[config.mk]
export PLATFORM = sky130hd
export DESIGN_NAME = egr_drop_ctl_flat
export DESIGN_NICKNAME = d
export VERILOG_FILES = /design/src/rtl/egr_drop_ctl_if.sv /design/src/rtl/egr_drop_ctl.sv /design/src/flat_wrapper.sv
export SDC_FILE = /design/constraint.sdc
export NUM_CORES = 1
export LEC_CHECK = 0
export ABC_AREA = 1
export CORE_AREA = 2 2 85 87
export DETAILED_ROUTE_END_ITERATION = 7
export DIE_AREA = 0 0 87 89
export GPL_TIMING_DRIVEN = 0
export PLACE_DENSITY = 0.85
export SLEW_MARGIN = 10
export SYNTH_ARGS = -nofsm -noshare
export SYNTH_HDL_FRONTEND = slang
export SYNTH_SLANG_ARGS = --single-unit
export TNS_END_PERCENT = 30
[constraint.sdc]
create_clock -name clk -period 1.5 [get_ports clk]
set_input_delay 0.15 -clock clk [delete_from_list [all_inputs] [get_ports clk]]
set_output_delay 0.15 -clock clk [all_outputs]
set_load 0.05 [all_outputs]
[src/rtl/egr_drop_ctl_if.sv]
// Handshake bundle between the egress drop controller, its upstream source and the TX FIFO.
// The slave view is the controller; the master view is whatever drives it.
interface egr_drop_ctl_if #(
    parameter int DW = 64
);
    logic          c_srdy;
    logic          c_drdy;
    logic [DW-1:0] c_data;
    logic [1:0]    c_pcc;
    logic          p_srdy;
    logic          p_drdy;
    logic [DW-1:0] p_data;
    logic          p_commit;
    logic          p_abort;

    modport master (
        output c_srdy, c_data, c_pcc, p_drdy,
        input  c_drdy, p_srdy, p_data, p_commit, p_abort
    );

    modport slave (
        input  c_srdy, c_data, c_pcc, p_drdy,
        output c_drdy, p_srdy, p_data, p_commit, p_abort
    );
endinterface

[src/rtl/egr_drop_ctl.sv]
// Egress drop controller: forwards whole packets into the TX FIFO or drops them when it is full.
// Optional statistics counters are built only when EGR_DROP_STATS_EN is defined.
module egr_drop_ctl #(
    parameter int DW     = 64,
    parameter int USG_SZ = 8,
    parameter int CNT_SZ = 16
) (
    input  logic              clk,
    input  logic              reset,
    egr_drop_ctl_if.slave     bus,
    input  logic [USG_SZ-1:0] tx_usage,
    input  logic [USG_SZ-1:0] drop_thr,
    input  logic              stat_clr,
    output logic [CNT_SZ-1:0] cnt_ok,
    output logic [CNT_SZ-1:0] cnt_drop,
    output logic [CNT_SZ-1:0] cnt_bad,
    output logic [CNT_SZ-1:0] cnt_orphan
);

    localparam logic [1:0] IDLE   = 2'd0;
    localparam logic [1:0] PACKET = 2'd1;
    localparam logic [1:0] FLUSH  = 2'd2;

    localparam logic [1:0] PCC_DATA = 2'd0;
    localparam logic [1:0] PCC_SOP  = 2'd1;
    localparam logic [1:0] PCC_EOP  = 2'd2;
    localparam logic [1:0] PCC_BAD  = 2'd3;

    logic [1:0] state, nxt_state;
    logic       full;
    logic       is_sop, is_eop, is_bad, is_data;
    logic       inc_ok, inc_drop, inc_bad, inc_orphan;

    // drop_thr of zero makes every comparison true, so every packet is dropped.
    assign full    = (tx_usage >= drop_thr);
    assign is_sop  = (bus.c_pcc == PCC_SOP);
    assign is_eop  = (bus.c_pcc == PCC_EOP);
    assign is_bad  = (bus.c_pcc == PCC_BAD);
    assign is_data = (bus.c_pcc == PCC_DATA);

    assign bus.p_data = bus.c_data;

    always_comb begin
        nxt_state    = state;
        bus.c_drdy   = 1'b0;
        bus.p_srdy   = 1'b0;
        bus.p_commit = 1'b0;
        bus.p_abort  = 1'b0;
        inc_ok       = 1'b0;
        inc_drop     = 1'b0;
        inc_bad      = 1'b0;
        inc_orphan   = 1'b0;
        if (!reset) begin
            case (state)
                IDLE: begin
                    if (bus.c_srdy) begin
                        if (!is_sop) begin
                            bus.c_drdy = 1'b1;
                            inc_orphan = 1'b1;
                        end else if (full) begin
                            bus.c_drdy = 1'b1;
                            inc_drop   = 1'b1;
                            nxt_state  = FLUSH;
                        end else begin
                            // Offer the SOP; it moves only once the FIFO accepts it.
                            bus.p_srdy = 1'b1;
                            bus.c_drdy = bus.p_drdy;
                            if (bus.p_drdy)
                                nxt_state = PACKET;
                        end
                    end
                end
                PACKET: begin
                    if (bus.c_srdy && is_bad) begin
                        bus.c_drdy  = 1'b1;
                        bus.p_abort = 1'b1;
                        inc_bad     = 1'b1;
                        nxt_state   = IDLE;
                    end else if (bus.c_srdy && is_sop) begin
                        // Missing EOP: kill the open packet, leave the SOP for IDLE.
                        bus.p_abort = 1'b1;
                        inc_bad     = 1'b1;
                        nxt_state   = IDLE;
                    end else if (full) begin
                        bus.p_abort = 1'b1;
                        inc_drop    = 1'b1;
                        nxt_state   = FLUSH;
                    end else if (bus.c_srdy) begin
                        bus.p_srdy = 1'b1;
                        bus.c_drdy = bus.p_drdy;
                        if (bus.p_drdy && is_eop) begin
                            bus.p_commit = 1'b1;
                            inc_ok       = 1'b1;
                            nxt_state    = IDLE;
                        end
                    end
                end
                FLUSH: begin
                    if (bus.c_srdy) begin
                        if (is_sop) begin
                            nxt_state = IDLE;
                        end else begin
                            bus.c_drdy = 1'b1;
                            if (is_eop || is_bad)
                                nxt_state = IDLE;
                        end
                    end
                end
                default: nxt_state = IDLE;
            endcase
        end
    end

    always_ff @(posedge clk) begin
        if (reset)
            state <= IDLE;
        else
            state <= nxt_state;
    end

`ifdef EGR_DROP_STATS_EN
    logic [CNT_SZ-1:0] ok_q, drop_q, bad_q, orphan_q;

    function automatic logic [CNT_SZ-1:0] sat_inc(input logic [CNT_SZ-1:0] v, input logic en);
        logic [CNT_SZ-1:0] one;
        one = {{(CNT_SZ-1){1'b0}}, 1'b1};
        return (en && (v != {CNT_SZ{1'b1}})) ? v + one : v;
    endfunction

    always_ff @(posedge clk) begin
        if (reset || stat_clr) begin
            ok_q     <= '0;
            drop_q   <= '0;
            bad_q    <= '0;
            orphan_q <= '0;
        end else begin
            ok_q     <= sat_inc(ok_q, inc_ok);
            drop_q   <= sat_inc(drop_q, inc_drop);
            bad_q    <= sat_inc(bad_q, inc_bad);
            orphan_q <= sat_inc(orphan_q, inc_orphan);
        end
    end

    assign cnt_ok     = ok_q;
    assign cnt_drop   = drop_q;
    assign cnt_bad    = bad_q;
    assign cnt_orphan = orphan_q;
`else
    logic unused_stats;
    assign unused_stats = ^{stat_clr, inc_ok, inc_drop, inc_bad, inc_orphan};
    assign cnt_ok       = '0;
    assign cnt_drop     = '0;
    assign cnt_bad      = '0;
    assign cnt_orphan   = '0;
`endif

    logic unused_pcc;
    assign unused_pcc = is_data;

    a_strobe_excl: assert property (@(posedge clk) disable iff (reset)
        !(bus.p_commit && bus.p_abort));
    a_flush_quiet: assert property (@(posedge clk) disable iff (reset)
        (state == FLUSH) |-> !(bus.p_srdy || bus.p_commit || bus.p_abort));

endmodule
[src/flat_wrapper.sv]
// flat-port wrapper written by rule: the top's interface ports become plain ports
module egr_drop_ctl_flat 
#(
    parameter int DW     = 64,
    parameter int USG_SZ = 8,
    parameter int CNT_SZ = 16
)
  (clk, reset, tx_usage, drop_thr, stat_clr, cnt_ok, cnt_drop, cnt_bad, cnt_orphan, bus_c_srdy, bus_c_data, bus_c_pcc, bus_p_drdy, bus_c_drdy, bus_p_srdy, bus_p_data, bus_p_commit, bus_p_abort);
  egr_drop_ctl_if #(.DW(DW)) bus_i ();
  input  logic clk;
  input  logic reset;
  input  logic [USG_SZ-1:0] tx_usage;
  input  logic [USG_SZ-1:0] drop_thr;
  input  logic stat_clr;
  output logic [CNT_SZ-1:0] cnt_ok;
  output logic [CNT_SZ-1:0] cnt_drop;
  output logic [CNT_SZ-1:0] cnt_bad;
  output logic [CNT_SZ-1:0] cnt_orphan;
  input wire logic [$bits(bus_i.c_srdy)-1:0] bus_c_srdy;
  input wire logic [$bits(bus_i.c_data)-1:0] bus_c_data;
  input wire logic [$bits(bus_i.c_pcc)-1:0] bus_c_pcc;
  input wire logic [$bits(bus_i.p_drdy)-1:0] bus_p_drdy;
  output wire logic [$bits(bus_i.c_drdy)-1:0] bus_c_drdy;
  output wire logic [$bits(bus_i.p_srdy)-1:0] bus_p_srdy;
  output wire logic [$bits(bus_i.p_data)-1:0] bus_p_data;
  output wire logic [$bits(bus_i.p_commit)-1:0] bus_p_commit;
  output wire logic [$bits(bus_i.p_abort)-1:0] bus_p_abort;
  assign bus_i.c_srdy = bus_c_srdy;
  assign bus_i.c_data = bus_c_data;
  assign bus_i.c_pcc = bus_c_pcc;
  assign bus_i.p_drdy = bus_p_drdy;
  assign bus_c_drdy = bus_i.c_drdy;
  assign bus_p_srdy = bus_i.p_srdy;
  assign bus_p_data = bus_i.p_data;
  assign bus_p_commit = bus_i.p_commit;
  assign bus_p_abort = bus_i.p_abort;
  egr_drop_ctl #(.DW(DW), .USG_SZ(USG_SZ), .CNT_SZ(CNT_SZ)) u_core (.clk(clk), .reset(reset), .bus(bus_i), .tx_usage(tx_usage), .drop_thr(drop_thr), .stat_clr(stat_clr), .cnt_ok(cnt_ok), .cnt_drop(cnt_drop), .cnt_bad(cnt_bad), .cnt_orphan(cnt_orphan));
endmodule
* Word level (Yosys, flattened, before mapping)
Index checks and enable logic that the tools add are counted.
Word-level totals: register bits 2, bits of input ports 87, output and inout bits 132, word-level logic and storage cells 65
Operators by class: order comparisons 1, eq/ne operators 12, multiplexer cells 45, reductions and logical operators 6
Operator list (number):
- two-way mux 1 bit | 30
- two-way mux 2 bit | 12
- >= comparator 8 bit | 1
- AND reduction 7 bit | 1
- == test 2 bit (second input constant) | 3
- case mux 2 bit (3 select lines) | 1
- != test 5 x 1 -> 1 bit (second input constant) | 1
- != test 5 x 2 -> 1 bit (second input constant) | 1
- == test 2 x 1 -> 1 bit (second input constant) | 2
- != test 2 bit (second input constant) | 2
- logical AND 1 bit | 3
- != test 3 x 1 -> 1 bit (second input constant) | 1
- != test 3 x 2 -> 1 bit (second input constant) | 1
- case mux 1 bit (3 select lines) | 1
- zero test 2 bit | 1
- != test 2 x 1 -> 1 bit (second input constant) | 1
- case mux 1 bit (2 select lines) | 1
- logical OR 1 bit | 1

* Depth between registers and ports, before layout
depth in word-level cells 9, mapped depth 14, depth with buffers taken out 14

* Least setup slack after synthesis
Ideal clock, no wire load.
kind input to output, start input port drop_thr[7], end output port bus_p_commit, arrival time 2.133 ns, required time 1.350 ns, slack -0.783 ns, stages on the path 8, path through inv_1 -> ha_1 -> a21o_1 -> nor2_4 -> nand3_1 -> inv_1 -> nand4_1 -> nor3_1
Between the ends: word-level cells in the longest chain between the ends 6
Ends and longest elaborated chain:
- from (decl) | line flat_wrapper.sv:13 | input logic [USG_SZ-1:0] drop_thr;
- >= comparator 8 bit | line egr_drop_ctl.sv:35 | assign full = (tx_usage >= drop_thr);
- two-way mux 1 bit | line egr_drop_ctl.sv:84 | end else if (full) begin
- two-way mux 1 bit (4 in a row)
- to (decl) | line flat_wrapper.sv:26 | output wire logic [$bits(bus_i.p_commit)-1:0] bus_p_commit;
Every way passes these cells.

* Final worst setup path
start input port tx_usage[1], end output port bus_p_commit
Between the ends: word-level cells in the longest chain between the ends 6
Ends and longest elaborated chain:
- from (decl) | line flat_wrapper.sv:12 | input logic [USG_SZ-1:0] tx_usage;
- >= comparator 8 bit | line egr_drop_ctl.sv:35
- two-way mux 1 bit | line egr_drop_ctl.sv:84
- two-way mux 1 bit (4 in a row)
Every way passes these cells.

==> results.cfg <==
[drt]
final_antenna_net_count = 0
routed_wl_um = 4440
drt_iter0_drc = 19
routedWlPerCell_um = 9.42
drtPass1Iterations = 4
avgViaCountPerCell = 3.50
drc = 0
vias = 1651

[timing]
relSlewSlack_pct = 64.7
fin_tns_setup_ns = -0.709
worst_pin_slew_ns = 0.528
rsz0062_at_grt = yes
maxSlewViolCount = 0
fmax_mhz = 563
period_minus_slack_ns = 1.77
min_period_over_period_pct = 118
timing.hold.ws_ns = 0.438
finalClockSkew_ns = 0.000262
setup_ws_ns = -0.275
finalSetupViolCount = 3
hold_viol = 0

[hold_path]
holdCritPathClass = in -> reg

[global_route]
grt_use_total_pct = 9.63
grt_pass1_vias = 1578
antenna_found_initial = 0
grt_pass1_wl_um = 6140
grt_max_degree = 9
grt_remaining_overflow = 0

[placement]
placed_area_um2 = 2860
place_hpwl_um = 4010
portBuffers = 88
placed_cells = 461
gp_congestion = 0.720

[clocking]
cts_tree = done
cts_inserted_buffers = 3
clkLatencyLatePin_ns = 0.21
cts.clk_slew.worst_paths_ns = 0.03
cts.path.max_buffers = 2
h-tree-depth = 1
cts_root_buffer = clkbuf_8
cts_sinks = 2

[critical_path]
ff2ff_path_depth = 9
crit_arrival_ns = 1.62
critPathLaunchType = input pin
worst-r2r-setup-slack_ns = 0.19
critPathCaptureType = output pin
required_ns = 1.35
startpoint = tx_usage[1]
crit_chain = buf_8 > ha_4 > nand2_2 > nand2_2 > nand2_1 > nand2_1 > nand2_2 > nand3_4 > inv_2 > nand4_1 > nor3_4 > buf_6
worstReg2RegStart = u_core.state[1]
worstSetupEndpoint = bus_p_commit
crit_type = in -> out
crit_top_cell = nand2_2
cp_max_fo = 5
worstReg2RegEnd = u_core.state[1]
critPathMaxStageDelay_ns = 0.23
crit_slowest_cell = ha_4

[power]
p_leak_nw = 1.66
irDropWorstVdd_mv = 0.243
power_density_nw_per_um2 = 624

[cells_and_area]
syn2layout_area_growth_pct = 98.8
reg_top3 = u_core.state x2
drive_above_1_share_pct = 50.3
largest_reg_flops = 2
top_register = u_core.state
instances_no_fill = 472
diodes = 0
nets = 489
stdcell_area_um2 = 3010

[logic_synthesis]
synth_common_cells = 129 x buf_4, 26 x nand2_1, 22 x inv_1
synthArstFlopShare_pct = 0
synth_seq_cells = 2
synth-edff-count = 0
synth.area.top_cells = buf_4 64%, ha_1 6.6%, nand2_1 6.4%
synth_seq_area_share_pct = 2.64
synth_top_area_share_pct = 64.0
synth.distinct_cells = 17
synth_most_common_cell = buf_4
syn_area_um2 = 1510
synth_top_flop_cell = dfxtp_1
yosysWarnings = 0
netlist_instances = 230
avgSynthCellArea_um2 = 6.58
synth_area_leader_cell = buf_4

[job]
cap_violations = 0

[floorplanning]
die-area_um2 = 7740
core_um2 = 6720
initial_utilization_pct = 22.5
die_h_um = 89
floorplan.rows = 30
fp.dieW_um = 87
ioPinCount = 219

[status]
status = finished, violations left
violations = negative setup slack
power by group:
part | leakage (nW) | total [mW] | internal, mW | switching (mW)
combinational | 1.62 | 1.57 | 0.567 | 1.01
clock | 0.0216 | 0.213 | 0.170 | 0.0432
sequential | 0.0168 | 0.0927 | 0.0687 | 0.0241
cell type report:
| type | instances | area [um2] |
|---|---|---|
| plain buffers | 129 | 968 |
| clock buffers | 3 | 41.3 |
| fillers | 666 | 3710 |
| inverters | 23 | 104 |
| multi-input cells | 139 | 831 |
| flip-flops and latches | 2 | 41.3 |
| well taps | 80 | 100 |
| repair buffers | 96 | 923 |
worst max-delay path: cells and delay by family:
family / cells / cell delay, ns
simple gates: 8 / 0.88
fa+ha+maj: 1 / 0.23
buf+inv: 3 / 0.36
routing by layer:
layer | vias up | share of wire, % | global-route usage [%]
li1 | 842 | - | -
met1 | 692 | 29 | 8.84
met2 | 114 | 60 | 20.7
met3 | 3 | 11 | 2.40
met4 | 0 | 0.54 | 2.27
met5 | - | 0 | 0
how the worst min path moves through the flow:
stage,from,to,slack (ns),cells after the start
floorplan,reset,u_core.state[0],0.32,3
global placement,u_core.state[0],u_core.state[0],0.53,2
detailed placement,u_core.state[0],u_core.state[0],0.57,2
CTS,bus_c_srdy,u_core.state[0],0.44,6
global route,bus_c_srdy,u_core.state[1],0.49,6
finish,bus_c_srdy,u_core.state[0],0.44,6
cells in the final DEF (no fill, tap or decap), types with 2 or more instances in the layout:
master           count
nor2_4               2
buf_4              137
clkbuf_8             3
clkdlybuf4s50_1     68
inv_2                7
a21oi_4              2
nand3_1              8
inv_4                2
inv_1               13
buf_8                2
buf_2                6
conb_1              64
o21ai_0              3
ha_4                 7
nand2_2              6
nand4_1              7
nor2_1               9
buf_6               10
nand2_1             18
nand2_4              2
clkbuf_2             2
nor2_2               4
through the flow:
| step | power [mW] | worst slack (ns) | util [%] |
|---|---|---|---|
| after floorplan | 1.29 | -0.238 | - |
| final | 1.88 | -0.275 | 44.8 |
| after CTS | 1.86 | -0.270 | 44.4 |
| after global placement | 1.57 | -1.51 | 42.6 |
| after global routing | 1.98 | -0.395 | 44.8 |
| after detailed placement | 1.59 | -1.54 | 42.6 |
logic make-up after synthesis:
family / after synthesis / share of synthesized area, %
other cells: 1 / 0.248
fa+ha+maj: 8 / 6.61
compound gates: 8 / 2.97
buf+inv: 152 / 69.7
flops: 2 / 2.64
simple gates: 59 / 17.9
timing repair:
action | 4_1_cts | 5_1_grt
endpoints found under the setup margin | 6 | 6
setup buffers | 7 | 1
hold buffers | 0 | 0
resized for setup | 105 | 10
pin swaps | 22 | 13
(Power assumes the default switching activity.)
